==> src/rtl/pll_lock_monitor.sv <==
// Measures the REF period in PLL-output clock cycles and derives a lock
// indication with hysteresis from runs of good and bad measurement windows.
module pll_lock_monitor #(
  parameter int CNT_W    = 16,
  parameter int EXP_CNT  = 8,
  parameter int TOL      = 1,
  parameter int LOCK_N   = 4,
  parameter int UNLOCK_N = 2
) (
  input  logic             clk,
  input  logic             reset,
  input  logic             en,
  input  logic             REF,
  output logic [CNT_W-1:0] period,
  output logic             period_valid,
  output logic             in_range,
  output logic             locked,
  output logic             lock_lost,
  output logic             ref_timeout
);

  localparam int GOOD_W = $clog2(LOCK_N + 1);
  localparam int BAD_W  = $clog2(UNLOCK_N + 1);
  localparam int LO_INT = (EXP_CNT > TOL) ? (EXP_CNT - TOL) : 0;
  localparam int HI_INT = EXP_CNT + TOL;

  localparam logic [CNT_W-1:0]  CNT_LAST  = {{(CNT_W-1){1'b1}}, 1'b0};
  localparam logic [CNT_W:0]    LO_LIM    = (CNT_W+1)'(LO_INT);
  localparam logic [CNT_W:0]    HI_LIM    = (CNT_W+1)'(HI_INT);
  localparam logic [GOOD_W-1:0] GOOD_LAST = GOOD_W'(LOCK_N - 1);
  localparam logic [BAD_W-1:0]  BAD_LAST  = BAD_W'(UNLOCK_N - 1);

  typedef enum logic [1:0] {
    ST_OFF       = 2'd0,
    ST_WAIT_EDGE = 2'd1,
    ST_MEASURE   = 2'd2,
    ST_LOCKED    = 2'd3
  } state_t;

  state_t            state_q, state_d;
  logic              ref_s1_q, ref_s1_d;
  logic              ref_s2_q, ref_s2_d;
  logic              ref_s3_q, ref_s3_d;
  logic [CNT_W-1:0]  cnt_q, cnt_d;
  logic [GOOD_W-1:0] good_cnt_q, good_cnt_d;
  logic [BAD_W-1:0]  bad_cnt_q, bad_cnt_d;
  logic [CNT_W-1:0]  period_q, period_d;
  logic              period_valid_q, period_valid_d;
  logic              in_range_q, in_range_d;
  logic              locked_q, locked_d;
  logic              lock_lost_q, lock_lost_d;
  logic              ref_timeout_q, ref_timeout_d;

  logic              rise;
  logic [CNT_W:0]    meas_len;
  logic              range_ok;
  logic              win_close;
  logic              win_good;

  assign rise     = ref_s2_q & ~ref_s3_q;
  // One extra bit so the upper limit compare cannot wrap.
  assign meas_len = {1'b0, cnt_q} + (CNT_W+1)'(1);
  assign range_ok = (meas_len >= LO_LIM) && (meas_len <= HI_LIM);

  always_comb begin
    ref_s1_d       = REF;
    ref_s2_d       = ref_s1_q;
    ref_s3_d       = ref_s2_q;
    state_d        = state_q;
    cnt_d          = cnt_q;
    good_cnt_d     = good_cnt_q;
    bad_cnt_d      = bad_cnt_q;
    period_d       = period_q;
    in_range_d     = in_range_q;
    period_valid_d = 1'b0;
    ref_timeout_d  = 1'b0;
    lock_lost_d    = lock_lost_q;
    locked_d       = (state_q == ST_LOCKED);
    win_close      = 1'b0;
    win_good       = 1'b0;

    if (!en) begin
      state_d    = ST_OFF;
      cnt_d      = '0;
      good_cnt_d = '0;
      bad_cnt_d  = '0;
      locked_d   = 1'b0;
    end else if (state_q == ST_OFF) begin
      state_d = ST_WAIT_EDGE;
    end else begin
      // A rise beats a coincident timeout; a timeout is a forced bad window.
      if (rise) begin
        cnt_d     = '0;
        win_close = (state_q != ST_WAIT_EDGE);
        win_good  = range_ok;
      end else if (cnt_q == CNT_LAST) begin
        cnt_d         = '0;
        ref_timeout_d = 1'b1;
        win_close     = (state_q != ST_WAIT_EDGE);
      end else begin
        cnt_d = cnt_q + CNT_W'(1);
      end

      if (win_close) begin
        period_valid_d = 1'b1;
        period_d       = meas_len[CNT_W-1:0];
        in_range_d     = win_good;
      end

      case (state_q)
        ST_WAIT_EDGE: begin
          if (rise) begin
            state_d    = ST_MEASURE;
            good_cnt_d = '0;
            bad_cnt_d  = '0;
          end
        end
        ST_MEASURE: begin
          if (win_close) begin
            if (!win_good) begin
              good_cnt_d = '0;
            end else if (good_cnt_q == GOOD_LAST) begin
              state_d    = ST_LOCKED;
              good_cnt_d = '0;
              bad_cnt_d  = '0;
            end else begin
              good_cnt_d = good_cnt_q + GOOD_W'(1);
            end
          end
        end
        ST_LOCKED: begin
          if (win_close) begin
            if (win_good) begin
              bad_cnt_d = '0;
            end else if (bad_cnt_q == BAD_LAST) begin
              state_d     = ST_MEASURE;
              lock_lost_d = 1'b1;
              good_cnt_d  = '0;
              bad_cnt_d   = '0;
            end else begin
              bad_cnt_d = bad_cnt_q + BAD_W'(1);
            end
          end
        end
        default: ;
      endcase
    end
  end

  always_ff @(posedge clk) begin
    if (reset) begin
      state_q        <= ST_OFF;
      ref_s1_q       <= 1'b0;
      ref_s2_q       <= 1'b0;
      ref_s3_q       <= 1'b0;
      cnt_q          <= '0;
      good_cnt_q     <= '0;
      bad_cnt_q      <= '0;
      period_q       <= '0;
      period_valid_q <= 1'b0;
      in_range_q     <= 1'b0;
      locked_q       <= 1'b0;
      lock_lost_q    <= 1'b0;
      ref_timeout_q  <= 1'b0;
    end else begin
      state_q        <= state_d;
      ref_s1_q       <= ref_s1_d;
      ref_s2_q       <= ref_s2_d;
      ref_s3_q       <= ref_s3_d;
      cnt_q          <= cnt_d;
      good_cnt_q     <= good_cnt_d;
      bad_cnt_q      <= bad_cnt_d;
      period_q       <= period_d;
      period_valid_q <= period_valid_d;
      in_range_q     <= in_range_d;
      locked_q       <= locked_d;
      lock_lost_q    <= lock_lost_d;
      ref_timeout_q  <= ref_timeout_d;
    end
  end

  assign period       = period_q;
  assign period_valid = period_valid_q;
  assign in_range     = in_range_q;
  assign locked       = locked_q;
  assign lock_lost    = lock_lost_q;
  assign ref_timeout  = ref_timeout_q;

endmodule

==> config.mk <==
export PLATFORM = sky130hd
export DESIGN_NAME = pll_lock_monitor
export DESIGN_NICKNAME = d
export VERILOG_FILES = /design/src/rtl/pll_lock_monitor.sv
export SDC_FILE = /design/constraint.sdc
export NUM_CORES = 1
export LEC_CHECK = 0
export BUFFER_PORTS_ARGS = -buffer_cell sky130_fd_sc_hd__buf_2
export CAP_MARGIN = 20
export CORE_AREA = 2 2 69 71
export CTS_CLUSTER_SIZE = 24
export DETAILED_ROUTE_END_ITERATION = 8
export DIE_AREA = 0 0 71 73
export PLACE_DENSITY = 0.81
export REMOVE_ABC_BUFFERS = 1
export SLEW_MARGIN = 25
export SYNTH_ARGS = -nofsm -noshare
export SYNTH_HDL_FRONTEND = slang
export SYNTH_SLANG_ARGS = --single-unit
export TNS_END_PERCENT = 5
==> constraint.sdc <==
create_clock -name clk -period 3.55 [get_ports clk]
set_clock_uncertainty 0.05 [all_clocks]
set_input_delay 0.5325 -clock clk [delete_from_list [all_inputs] [get_ports clk]]
set_output_delay 0.5325 -clock clk [all_outputs]
set_load 0.05 [all_outputs]
==> metrics.csv <==
stage,metric,value,unit
power_and_ir_drop,ir_drop,0.0002087,V
synth,syn_area,2454,sq um
place,placed_cells,363,
die,core_area,4536,sq um
final_layout,drive_gt1_share,12.34,%
cts,cts_max_path_buffers,2,
setup_path,reg2reg_depth,8,
timing,slew_headroom,42.21,%
global_route,antenna_found_initial,0,
drt,dr.pass1.iters,4,
cts,cts_max_level,2,
setup_path,critical_path_class,reg -> reg,
timing,hold_viol_final,0,
cts,clk_pin_slew_worst_paths,0.08,ns
global_route,grt_pass1_wl,9232,um
hold_path,holdCritPathClass,in -> reg,
final_layout,regArea,940.9,sq um
drt,drtAntennaViolNets,0,
cts,cts-buffers-inserted,5,
synth,synth_edf_count,0,
place,dp_slack,0.3540,ns
setup_path,slowest_delay,0.56,ns
final_layout,utilization,58.76,%
final_layout,syn_to_final_growth,8.618,%
timing,fmax,306.0,MHz
die,start_util,54.10,%
timing,worst_slack,0.2815,ns
timing,fin_tns_setup,0,ns
die,placementRows,25,
cts,root_buffer,clkbuf_8,
cts,cts.sink_count,47,
hold_path,hold_depth,2,
die,die_h,73,um
cts,tritoncts,built,
die,dieArea,5183,sq um
cts,postCtsSetupRepairBufs,0,
timing,post-route-min-period,3.269,ns
synth,async_flop_share,0,%
final_layout,design_area,2665,sq um
synth,ys.flop_type,dfxtp_1,
drt,wl_per_cell,14.45,um
hold_path,whs_endpoint,ref_s1_q,
power_and_ir_drop,p_per_area,344.7,nW/um^2
outcome,status,finished clean,
synth,seq_area_frac_synth,38.35,%
synth,ys_ff_latch,47,
drt,viasPerCell,5.770,
synth,synth-compound-area-share,19.17,%
cts,ctsResizeCount,0,
synth,synth_top_family_by_area,simple AND/OR/NAND/NOR gates,
setup_path,arrival,3.43,ns
job,cap_viol_max_count,0,
global_route,track_usage,22.28,%
final_layout,final_cell_mix,"47 x nor2_1, 47 x dfxtp_1, 24 x buf_2",
setup_path,crit_buf_inv,0,
drt,via_count,2135,
setup_path,rr_startpoint,cnt_q[8],
drt,drtIter0Drc,155,
final_layout,multi_input_comb_area,1381,sq um
setup_path,cp_slowest_cell,or3_1,
final_layout,fillers,408,
die,io_pins,25,
cts,clk_latency,0.30,ns
setup_path,cp_top_family,simple AND/OR/NAND/NOR gates,
global_route,grt_pass1_vias,1970,
synth,synthSimpleGateAreaFrac,25.29,%
timing,maxSlewViolCount,0,
cts,cts_hold_buf,0,
global_route,grt_max_degree,24,
power_and_ir_drop,power,0.9185,mW
place,gp_congestion,0.9238,
synth,synth_warnings,0,
setup_path,end_kind,register,
place,placed_cell_area,2577,sq um
timing,worst_pin_slew,0.8669,ns
hold_path,hold_start,REF,
setup_path,r2r-end,good_cnt_q[1],
drt,wl,5345,um
setup_path,path_cells,"nand4_1, nor4_2, mux2i_1, nand4_1, or3_1, or3b_1, or3_1, a21oi_1",
global_route,gr-total-overflow,0,
final_layout,antenna_cells,0,
place,dpl.hpwl,3764,um
timing,hold_slack,0.3954,ns
synth,muxShareOfSynthArea,0.8159,%
synth,syn_area_per_cell,8.098,sq um
setup_path,cp_max_fo,11,
final_layout,fin_cells,370,
setup_path,reg2reg_slack,0.28,ns
synth,synth-xor-area-share,5.711,%
synth,synth-adder-area-share,5.099,%
timing,setup_viol,0,
setup_path,worstPathRequired,3.71,ns
synth,netlist_instances,303,
place,numPortBuffers,24,
timing,rsz0062_at_grt,false,
timing,fin_crit_sh,92.07,%
die,die_x,71,um
power_and_ir_drop,leakagePower,0.9597,nW
final_layout,nets,330,
setup_path,start_kind,register,
drt,drc,0,
synth,synth.distinct_cells,41,
sequential cells by signal, indices dropped and copies added (netlist names), 2 cells and up:
name and cells:
state_q 2, period 16, bad_cnt_q 2, cnt_q 16, good_cnt_q 3
cells in the mapped netlist (7+ instances only):
library cell	n	area, sq um
a211oi_1	15	112.6
a21oi_1	23	115.1
buf_2	10	50.05
clkbuf_1	11	41.29
dfxtp_1	47	940.9
ha_1	10	125.1
inv_1	10	37.54
nand2_1	11	41.29
nand3_1	8	40.04
nand4_1	8	50.05
nor2_1	47	176.4
nor2b_1	7	43.79
o21ai_0	16	80.08
or3_1	7	43.79
xnor2_1	11	96.34
worst max-delay path by stage:
stage	startpoint	to	depth (start not counted)
final	cnt_q[8]	good_cnt_q[1]	8
after global routing	cnt_q[8]	good_cnt_q[1]	8
after CTS	cnt_q[8]	good_cnt_q[1]	8
after detailed placement	cnt_q[8]	good_cnt_q[1]	8
after global placement	cnt_q[8]	good_cnt_q[0]	8
after floorplan	cnt_q[8]	lock_lost	8
layout make-up:
class,count,share of cell area (%)
multi-input cells,224,51.83
inverters,10,1.408
clock inverters,1,0.1878
clock buffers,6,3.099
repair buffers,28,5.634
flip-flops and latches,47,35.31
well taps,54,2.535
kinds of logic (layout without fill, tap and decap cells):
logic type	count (synthesis)	in the layout
flops	47	47
buf+inv	32	45
fa+ha+maj	10	10
compound gates	75	75
mux	2	2
xor+xnor	16	16
simple gates	121	121
layer usage:
layer / track usage, % / wire (um)
met1: 27.61 / 2363
met2: 39.15 / 2702
met3: 4.144 / 214
met4: 7.338 / 65
met5: 0 / 0
report_power, final:
part	switching, mW	total, mW	leakage (nW)	internal (mW)
logic	0.0446	0.0617	0.533	0.0171
clock network	0.169	0.322	0.0470	0.153
registers	0.00363	0.535	0.379	0.531
(Power assumes the default switching activity.)
